$ cat src/rtl/tx_scramble_ctrl.sv
// Transmit scrambler controller: per-lane scramble enable, LFSR advance and LFSR reset
// for 8b/10b (Gen1/2) and 128b/130b (Gen3+), with data delayed one cycle to stay aligned.
module tx_scramble_ctrl #(
    parameter int unsigned BLOCK_SYMS = 16
) (
    input  logic        clk,
    input  logic        reset,
    input  logic        turnOff,
    input  logic [2:0]  GEN,
    input  logic [5:0]  PIPEWIDTH,
    input  logic        txDataValid,
    input  logic [31:0] txData,
    input  logic [3:0]  txDataK,
    input  logic        txStartBlock,
    input  logic [1:0]  txSyncHeader,
    output logic [31:0] outData,
    output logic [3:0]  outDataK,
    output logic        outDataValid,
    output logic        outStartBlock,
    output logic [1:0]  outSyncHeader,
    output logic [3:0]  scramblingEnable,
    output logic [3:0]  advance,
    output logic        patternReset,
    output logic [1:0]  LFSRSel,
    output logic        blockAlignErr
);

    localparam int unsigned CNT_W = $clog2(BLOCK_SYMS);
    localparam int unsigned SUM_W = CNT_W + 2;
    localparam logic [SUM_W-1:0] BLK_LEN  = SUM_W'(BLOCK_SYMS);
    localparam logic [SUM_W-1:0] LAST_SYM = SUM_W'(BLOCK_SYMS - 1);

    localparam logic [7:0] SYM_COM   = 8'hBC;
    localparam logic [7:0] SYM_SKP   = 8'h1C;
    localparam logic [7:0] ID_TS1    = 8'h1E;
    localparam logic [7:0] ID_TS2    = 8'h2D;
    localparam logic [7:0] ID_EIEOS  = 8'h00;
    localparam logic [7:0] ID_SKP_OS = 8'hAA;

    typedef enum logic [2:0] {
        IDLE,
        DATA,
        OS_TS,
        OS_EIEOS,
        OS_SKP,
        OS_OTHER
    } state_e;

    state_e             state_q, state_d;
    logic [CNT_W-1:0]   sym_cnt_q, sym_cnt_d;
    logic [31:0]        out_data_q, out_data_d;
    logic [3:0]         out_data_k_q, out_data_k_d;
    logic               out_valid_q, out_valid_d;
    logic               out_start_q, out_start_d;
    logic [1:0]         out_hdr_q, out_hdr_d;
    logic [3:0]         scr_en_q, scr_en_d;
    logic [3:0]         adv_q, adv_d;
    logic               pat_rst_q, pat_rst_d;
    logic               align_err_q, align_err_d;

    logic [3:0]         lane_mask;
    logic [SUM_W-1:0]   lane_bytes;
    logic [1:0]         lfsr_sel;
    state_e             blk_state;
    logic [CNT_W-1:0]   blk_cnt;
    logic [SUM_W-1:0]   blk_sum;
    logic [SUM_W-1:0]   sym_idx;

    // Lane configuration decoded from the PIPE width
    always_comb begin
        lane_mask  = 4'b1111;
        lane_bytes = SUM_W'(4);
        lfsr_sel   = 2'd2;
        case (PIPEWIDTH)
            6'd8: begin
                lane_mask  = 4'b0001;
                lane_bytes = SUM_W'(1);
                lfsr_sel   = 2'd0;
            end
            6'd16: begin
                lane_mask  = 4'b0011;
                lane_bytes = SUM_W'(2);
                lfsr_sel   = 2'd1;
            end
            default: ;
        endcase
    end

    assign LFSRSel = lfsr_sel;

    // Block tracking and per-lane control for the beat currently on the inputs
    always_comb begin
        state_d      = state_q;
        sym_cnt_d    = sym_cnt_q;
        out_data_d   = txData;
        out_data_k_d = txDataK;
        out_valid_d  = txDataValid;
        out_start_d  = txStartBlock;
        out_hdr_d    = txSyncHeader;
        scr_en_d     = '0;
        adv_d        = '0;
        pat_rst_d    = 1'b0;
        align_err_d  = 1'b0;
        blk_state    = state_q;
        blk_cnt      = sym_cnt_q;
        blk_sum      = '0;
        sym_idx      = '0;

        if (txDataValid) begin
            if (GEN >= 3'd3) begin
                // A start of block always wins; a mid-block start is flagged and restarts counting
                if (txStartBlock) begin
                    blk_cnt = '0;
                    if (sym_cnt_q != '0) begin
                        align_err_d = 1'b1;
                    end
                    case (txSyncHeader)
                        2'b01: blk_state = DATA;
                        2'b10: begin
                            case (txData[7:0])
                                ID_TS1, ID_TS2: blk_state = OS_TS;
                                ID_EIEOS:       blk_state = OS_EIEOS;
                                ID_SKP_OS:      blk_state = OS_SKP;
                                default:        blk_state = OS_OTHER;
                            endcase
                        end
                        default: begin
                            align_err_d = 1'b1;
                            blk_state   = OS_OTHER;
                        end
                    endcase
                end

                blk_sum = SUM_W'(blk_cnt) + lane_bytes;
                if (blk_sum >= BLK_LEN) begin
                    sym_cnt_d = '0;
                    state_d   = IDLE;
                    if (blk_state == IDLE) begin
                        align_err_d = 1'b1;
                    end
                end else begin
                    sym_cnt_d = blk_sum[CNT_W-1:0];
                    state_d   = blk_state;
                end

                for (int i = 0; i < 4; i++) begin
                    sym_idx = SUM_W'(blk_cnt) + SUM_W'(i);
                    if (lane_mask[i]) begin
                        case (blk_state)
                            DATA: begin
                                scr_en_d[i] = 1'b1;
                                adv_d[i]    = 1'b1;
                            end
                            OS_TS: begin
                                scr_en_d[i] = (sym_idx != '0);
                                adv_d[i]    = 1'b1;
                            end
                            OS_EIEOS: begin
                                adv_d[i] = 1'b1;
                                if (sym_idx == LAST_SYM) begin
                                    pat_rst_d = 1'b1;
                                end
                            end
                            OS_OTHER: adv_d[i] = 1'b1;
                            default: ;
                        endcase
                    end
                end
            end else begin
                for (int i = 0; i < 4; i++) begin
                    if (lane_mask[i]) begin
                        if (txDataK[i]) begin
                            if (txData[8*i +: 8] == SYM_COM) begin
                                pat_rst_d = 1'b1;
                            end
                            adv_d[i] = (txData[8*i +: 8] != SYM_SKP);
                        end else begin
                            scr_en_d[i] = 1'b1;
                            adv_d[i]    = 1'b1;
                        end
                    end
                end
            end

            // Bypass keeps the LFSR in reset and sends data in the clear
            if (turnOff) begin
                pat_rst_d = 1'b1;
                scr_en_d  = '0;
                adv_d     = lane_mask;
            end
        end
    end

    always_ff @(posedge clk) begin
        if (reset) begin
            state_q      <= IDLE;
            sym_cnt_q    <= '0;
            out_data_q   <= '0;
            out_data_k_q <= '0;
            out_valid_q  <= 1'b0;
            out_start_q  <= 1'b0;
            out_hdr_q    <= '0;
            scr_en_q     <= '0;
            adv_q        <= '0;
            pat_rst_q    <= 1'b0;
            align_err_q  <= 1'b0;
        end else begin
            state_q      <= state_d;
            sym_cnt_q    <= sym_cnt_d;
            out_data_q   <= out_data_d;
            out_data_k_q <= out_data_k_d;
            out_valid_q  <= out_valid_d;
            out_start_q  <= out_start_d;
            out_hdr_q    <= out_hdr_d;
            scr_en_q     <= scr_en_d;
            adv_q        <= adv_d;
            pat_rst_q    <= pat_rst_d;
            align_err_q  <= align_err_d;
        end
    end

    assign outData          = out_data_q;
    assign outDataK         = out_data_k_q;
    assign outDataValid     = out_valid_q;
    assign outStartBlock    = out_start_q;
    assign outSyncHeader    = out_hdr_q;
    assign scramblingEnable = scr_en_q;
    assign advance          = adv_q;
    assign patternReset     = pat_rst_q;
    assign blockAlignErr    = align_err_q;

endmodule

$ cat config.mk
export PLATFORM = sky130hd
export DESIGN_NAME = tx_scramble_ctrl
export DESIGN_NICKNAME = d
export VERILOG_FILES = /design/src/rtl/tx_scramble_ctrl.sv
export SDC_FILE = /design/constraint.sdc
export NUM_CORES = 1
export LEC_CHECK = 0
export CAP_MARGIN = 20
export CORE_MARGIN = 5
export CORE_UTILIZATION = 38
export CTS_CLUSTER_DIAMETER = 120
export CTS_CLUSTER_SIZE = 30
export DETAILED_ROUTE_END_ITERATION = 10
export PLACE_DENSITY_LB_ADDON = 0.05
export RECOVER_POWER = 50
export SKIP_LAST_GASP = 1
export SLEW_MARGIN = 15
export SYNTH_ARGS = -nofsm -noshare
export SYNTH_HDL_FRONTEND = slang
export SYNTH_SLANG_ARGS = --single-unit
$ cat constraint.sdc
create_clock -name clk -period 2.5 [get_ports clk]
set_clock_uncertainty 0.1 [all_clocks]
set_input_delay 0.625 -clock clk [delete_from_list [all_inputs] [get_ports clk]]
set_output_delay 0.625 -clock clk [all_outputs]
set_load 0.01 [all_outputs]
## After elaboration in Yosys (flattened, before gate mapping)

Cells that the tools add are included.

| storage, ports and cells | value |
|---|---|
| bits in registers | 57 |
| bits of input ports | 52 |
| output and inout bits | 52 |

| cells by class | value |
|---|---|
| $add $sub $neg | 4 |
| magnitude comparators | 2 |
| eq/ne operators | 23 |
| muxes and demuxes | 76 |
| bitwise gates (word level) | 2 |
| reduce and logical (&&, ||, !) cells | 14 |

Operators with widths:

| operator | count |
|---|---|
| 1-bit two-way mux | 56 |
| 8-bit equality test (second input constant) | 5 |
| 8-bit by 5-bit != test with 1-bit output (second input constant) | 4 |
| 4-bit two-way mux | 7 |
| 6-bit nonzero test | 4 |
| 5-bit by 4-bit equality test with 1-bit output (second input constant) | 3 |
| 3-bit two-way mux | 4 |
| 3-bit case mux with 2 select lines | 2 |
| 4-bit by 2-bit adder with 5-bit output (second input constant) | 2 |
| 3-bit case mux with 3 select lines | 1 |
| 8-bit by 5-bit equality test with 1-bit output (second input constant) | 1 |
| 8-bit by 6-bit equality test with 1-bit output (second input constant) | 1 |
| 8-bit zero test | 1 |
| 1-bit case mux with 2 select lines | 4 |
| 4-bit case mux with 2 select lines | 1 |
| 4-bit by 6-bit adder with 6-bit output | 1 |
| 3-bit by 2-bit equality test with 1-bit output (second input constant) | 2 |
| 6-bit by 4-bit equality test with 1-bit output (second input constant) | 1 |
| 6-bit by 5-bit equality test with 1-bit output (second input constant) | 1 |
| 6-bit by 5-bit greater-or-equal comparator with 1-bit output (second input constant) | 1 |
| 2-bit OR reduction | 3 |
| 3-bit OR reduction | 2 |
| 4-bit by 1-bit adder with 5-bit output (second input constant) | 1 |
| 4-bit equality test (second input constant) | 1 |
| 11 further kinds | 12 |

## Longest topological paths before layout

| logic depth | value |
|---|---|
| word-level depth | 21 |
| mapped depth | 10 |

## Least setup slack after synthesis

No wires, ideal clock.

| timing | value |
|---|---|
| path type | input -> register |
| start | in PIPEWIDTH[2] |
| end | reg sym_cnt_q[3] |
| arrival time | 2.506 ns |
| data required time | 2.335 ns |
| setup slack | -0.171 ns |
| stages | 9 |
| path buffers | 0 |
| path through | or4_1 nor2_1 ha_1 a21o_1 o21ai_0 a21oi_1 a211oi_1 a21oi_1 nor2_1 |

| between the ends | value |
|---|---|
| cells in the longest elaborated chain, start to end | 5 |

RTL lines:

| element | line | text |
|---|---|---|
| start, declared | 10 | `input logic [5:0] PIPEWIDTH,` |
| 6-bit by 5-bit equality test with 1-bit output / 6-bit by 4-bit equality test with 1-bit output (equally long branches) | 74 | `case (PIPEWIDTH)` |
| 3-bit case mux with 2 select lines (*) | 74 |  |
| 4-bit by 6-bit adder with 6-bit output (*) | 134 | `blk_sum = SUM_W'(blk_cnt) + lane_bytes;` |
| 6-bit by 5-bit greater-or-equal comparator with 1-bit output | 135 | `if (blk_sum >= BLK_LEN) begin` |
| 4-bit two-way mux (*) | 135 |  |
| end signal, assigned | 209 | `sym_cnt_q <= sym_cnt_d;` |
| end, declared | 50 | `logic [CNT_W-1:0] sym_cnt_q, sym_cnt_d;` |

Mark *: on every way between the ends. The rest lies on a longest branch, timed or not.
A chain may end at the register's enable or synchronous reset.

## Worst setup path in the final report

| timing | value |
|---|---|
| start | in PIPEWIDTH[5] |
| end | out LFSRSel[1] |

| between the ends | value |
|---|---|
| cells in the longest elaborated chain, start to end | 2 |

RTL lines:

| element | line | text |
|---|---|---|
| 6-bit by 5-bit equality test with 1-bit output / 6-bit by 4-bit equality test with 1-bit output (equally long branches) | 74 |  |
| 2-bit case mux with 2 select lines (*) | 74 |  |
| end, declared | 24 | `output logic [1:0] LFSRSel,` |

Marks and branches as above.

==> impl_metrics.xml <==
<?xml version="1.0" encoding="UTF-8"?>
<metrics>
  <group name="outcome">
    <metric name="status" unit="">finished, final reports clean</metric>
  </group>
  <group name="routing">
    <metric name="drt_iter0_drc" unit="">65</metric>
    <metric name="avgViaCountPerCell" unit="">4.96</metric>
    <metric name="ant_nets" unit="">0</metric>
    <metric name="first_pass_iters" unit="">4</metric>
    <metric name="num_vias" unit="">2421</metric>
    <metric name="drc" unit="">0</metric>
    <metric name="routed_wire_length_per_instance" unit="µm">14.8</metric>
    <metric name="drt-total-wl" unit="µm">7210</metric>
  </group>
  <group name="floorplanning">
    <metric name="starting_density_of_the_core" unit="%">38.7</metric>
    <metric name="core.rowCount" unit="">29</metric>
    <metric name="fp.coreArea" unit="µm²">6280</metric>
    <metric name="die-area" unit="µm²">8090</metric>
    <metric name="io-pin-count" unit="">104</metric>
    <metric name="chip_height" unit="µm">90.0</metric>
    <metric name="floorplan.die.width" unit="µm">90.0</metric>
  </group>
  <group name="worst_setup_path">
    <metric name="worstPathRequired" unit="ps">1770</metric>
    <metric name="worst_r2r_endpoint" unit="">patternReset$_SDFF_PP0_</metric>
    <metric name="critPathMaxStageDelay" unit="ps">470</metric>
    <metric name="crit_path_end_kind" unit="">output pin</metric>
    <metric name="worstPathCellList" unit="">dlygate4sd2_1 -&gt; or4_4 -&gt; a21o_4 -&gt; buf_6</metric>
    <metric name="r2r-start" unit="">sym_cnt_q[2]$_SDFFE_PP0P_</metric>
    <metric name="worstRegToRegCells" unit="">8</metric>
    <metric name="cp_top_family" unit="">simple AND/OR/NAND/NOR gates</metric>
    <metric name="worst-path-max-fanout" unit="">3</metric>
    <metric name="worst_ep_arrival_time" unit="ps">1650</metric>
    <metric name="worstSetupPathType" unit="">in -&gt; out</metric>
    <metric name="critPathBufInv" unit="">2</metric>
    <metric name="worstSetupStartpointType" unit="">input port</metric>
    <metric name="critical-path-slowest-cell" unit="">or4_4</metric>
    <metric name="rrSetupSlack" unit="ps">440</metric>
  </group>
  <group name="grt">
    <metric name="globalRoute.totalOverflow" unit="">0</metric>
    <metric name="groute.usage.overall" unit="%">17.3</metric>
    <metric name="grt_first_pass_wirelength" unit="µm">11500</metric>
    <metric name="largest_net_degree_at_the_start_of_global_routing" unit="">47</metric>
    <metric name="grt_antenna_before_repair" unit="">0</metric>
    <metric name="grt_pass1_vias" unit="">2382</metric>
  </group>
  <group name="synth">
    <metric name="syn-cell-area" unit="µm²">2430</metric>
    <metric name="synth_top_cells_by_area" unit="">dfxtp_1, nor2b_1, ha_1</metric>
    <metric name="synth_ff_type" unit="">dfxtp_1</metric>
    <metric name="postSynthRegisterBits" unit="">57</metric>
    <metric name="synth.top_cell.area_share" unit="%">47.0</metric>
    <metric name="synth-edff-count" unit="">0</metric>
    <metric name="synth_area_per_cell" unit="µm²">9.38</metric>
    <metric name="synth_async_sr_flop_share" unit="%">0</metric>
    <metric name="register_area_share_after_synthesis" unit="%">47.0</metric>
    <metric name="number_of_standard_cells_after_synthesis" unit="">259</metric>
    <metric name="yosysTopAreaCell" unit="">dfxtp_1</metric>
    <metric name="yosysWarningCount" unit="">0</metric>
    <metric name="ys_types" unit="">53</metric>
    <metric name="syn_nets" unit="">319</metric>
  </group>
  <group name="finish">
    <metric name="sequential_cell_area" unit="µm²">1140</metric>
    <metric name="nets" unit="">466</metric>
    <metric name="syn2layout_area_growth" unit="%">72.1</metric>
    <metric name="design_area" unit="µm²">4180</metric>
    <metric name="final_layout_size_suffix_gt1_share" unit="%">21.2</metric>
    <metric name="antennaDiodeCount" unit="">0</metric>
    <metric name="n_fill_cell" unit="">531</metric>
    <metric name="multi_input_area" unit="µm²">1350</metric>
  </group>
  <group name="sta">
    <metric name="rsz0062_at_grt" unit="">no</metric>
    <metric name="final_critical_path_required_period" unit="ps">2380</metric>
    <metric name="finalSetupViolCount" unit="">0</metric>
    <metric name="fin_worst_hold_slack" unit="ps">360</metric>
    <metric name="finalHoldViolCount" unit="">0</metric>
    <metric name="maxClockFrequency" unit="MHz">421</metric>
    <metric name="max-slew-margin-rel" unit="%">42.1</metric>
    <metric name="final_min_period_over_clock_period" unit="%">95.1</metric>
    <metric name="max_slew.worst_pin.slew" unit="ps">869</metric>
    <metric name="final_max_slew_violation_count" unit="">0</metric>
  </group>
  <group name="clock_network">
    <metric name="cts_tree" unit="">done</metric>
    <metric name="cts-htree-levels" unit="">3</metric>
    <metric name="cts_root_buf" unit="">clkbuf_8</metric>
    <metric name="ctsHoldBuffers" unit="">0</metric>
    <metric name="cts.sinks" unit="">57</metric>
    <metric name="clock_path_buffers" unit="">2</metric>
    <metric name="clk_latency" unit="ps">340</metric>
    <metric name="path_clk_slew" unit="ps">70</metric>
    <metric name="number_of_buffers_created_by_cts" unit="">9</metric>
  </group>
  <group name="hold_path">
    <metric name="worst_hold_path.endpoint" unit="">state_q[0]$_SDFFE_PP0P_</metric>
    <metric name="min_path_type" unit="">reg -&gt; reg</metric>
    <metric name="hold_path_depth" unit="">2</metric>
    <metric name="holdCritStartpoint" unit="">state_q[0]$_SDFFE_PP0P_</metric>
  </group>
  <group name="power">
    <metric name="power_density_over_the_cells" unit="nW/µm²">562</metric>
    <metric name="max-vdd-ir-drop" unit="µV">367</metric>
    <metric name="p_leak" unit="nW">1.72</metric>
  </group>
  <group name="placement">
    <metric name="portBuffers" unit="">103</metric>
    <metric name="globalplace.congestion" unit="">0.827</metric>
    <metric name="dpl_cell_area" unit="µm²">3810</metric>
    <metric name="dp_hpwl" unit="µm">5280</metric>
  </group>
  <group name="run">
    <metric name="max_cap_violations" unit="">0</metric>
  </group>
</metrics>
[Yosys cell counts, types with 2 or more instances]
master / n
dfxtp_1: 57
nor2b_1: 40
nor2_1: 20
a21oi_1: 16
nand2_1: 16
nand3_1: 9
inv_1: 8
clkbuf_1: 7
ha_1: 7
o21ai_0: 7
nand2b_1: 5
nor4_1: 5
a21o_1: 4
a22oi_1: 4
a221oi_1: 3
nand4b_1: 3
o31ai_1: 3
or4_1: 3
and4b_1: 2
and4bb_2: 2
nand3b_1: 2
nand4_1: 2
nor3_1: 2
nor4bb_1: 2
or3_1: 2
[where the power goes]
group | leakage (nW) | internal, mW | switching, mW | total (mW)
registers | 0.472 | 0.955 | 0.0122 | 0.967
clock network | 0.115 | 0.612 | 0.383 | 0.994
logic | 1.13 | 0.225 | 0.165 | 0.390
total | 1.72 | 1.79 | 0.560 | 2.35
[cell usage in the layout (no fill, tap or decap), types with 9 or more instances in the layout]
cell,n
nand3_1,9
clkdlybuf4s50_1,71
nand2_1,16
a21oi_1,16
nor2_1,15
buf_4,37
dfxtp_1,57
dlygate4sd3_1,14
clkbuf_8,11
nor2b_1,40
[routing by layer]
metal | global-route usage (%) | wire length [µm] | up-vias | part of all wire, %
li1 | - | - | 1219 | -
met1 | 20.5 | 3200 | 1110 | 44
met2 | 29.0 | 3430 | 80 | 47
met3 | 4.84 | 456 | 12 | 6.3
met4 | 7.82 | 132 | 0 | 1.8
met5 | 0 | 0 | - | 0
[cells by family (layout without fill, tap and decap cells)]
group / count (synthesis) / after routing / share of synthesized area (%)
adders and majority gates: 8 / 8 / 4.43
buffers and inverters: 16 / 168 / 2.47
DFF: 57 / 57 / 47.0
and+or+nand+nor: 124 / 124 / 30.1
muxes: 1 / 1 / 0.412
xor gates and xnor gates: 1 / 1 / 0.361
AOI/OAI and AO/OA: 52 / 52 / 15.2
[flip-flops by register name, summed over array words and instances, names as in the netlist]
register	count
patternReset	1
scramblingEnable	4
advance	4
outData	32
blockAlignErr	1
sym_cnt_q	4
outDataValid	1
outSyncHeader	2
outDataK	4
outStartBlock	1
state_q	3
[worst min-delay path: stages (launching register included)]
cell and delay [ps]:
dfxtp_1 310, nand2_1 50, a21oi_1 50
[per-stage QoR]
step                TNS [ps]  util [%]  setup slack, ps  cells  total power [mW]
detailed placement     -9500      60.8             -543    466              1.37
global route               0      66.6             19.5    488              2.44
floorplan            -0.0602         -          -0.0602    259              1.13
finish                     0      66.6              123    488              2.35
global placement       -9160      60.8             -566    466              1.37
CTS                    -57.0      64.9            -57.0    485              2.37
[repair_timing]
| item | CTS | global route |
|---|---|---|
| pin swaps | 7 | 11 |
| setup buffers | 3 | 3 |
| resized for setup | 26 | 20 |
| endpoints found under the setup margin | 19 | 19 |
[cell type report]
type                            instances  share of cell area (%)
Multi-Input combinational cell        186                    32.3
Timing Repair Buffer                  144                    32.0
Sequential cell                        57                    27.3
Clock buffer                           11                    3.62
Tap cell                               77                    2.30
Clock inverter                          5                    1.86
Inverter                                8                   0.718
[worst max-delay path by stage]
stage                             from  cells after the start  slack (ps)                        end
after floorplan           PIPEWIDTH[2]                      8       -0.06    state_q[2]$_SDFFE_PP0P_
after global placement    PIPEWIDTH[2]                     10        -570  sym_cnt_q[1]$_SDFFE_PP0P_
after detailed placement  PIPEWIDTH[2]                     10        -540    state_q[1]$_SDFFE_PP0P_
after CTS                 PIPEWIDTH[2]                      4         -60                 LFSRSel[1]
after global routing      PIPEWIDTH[1]                     11          20  sym_cnt_q[3]$_SDFFE_PP0P_
final                     PIPEWIDTH[5]                      4         120                 LFSRSel[1]
No activity file was read; power rests on OpenSTA's default activity.
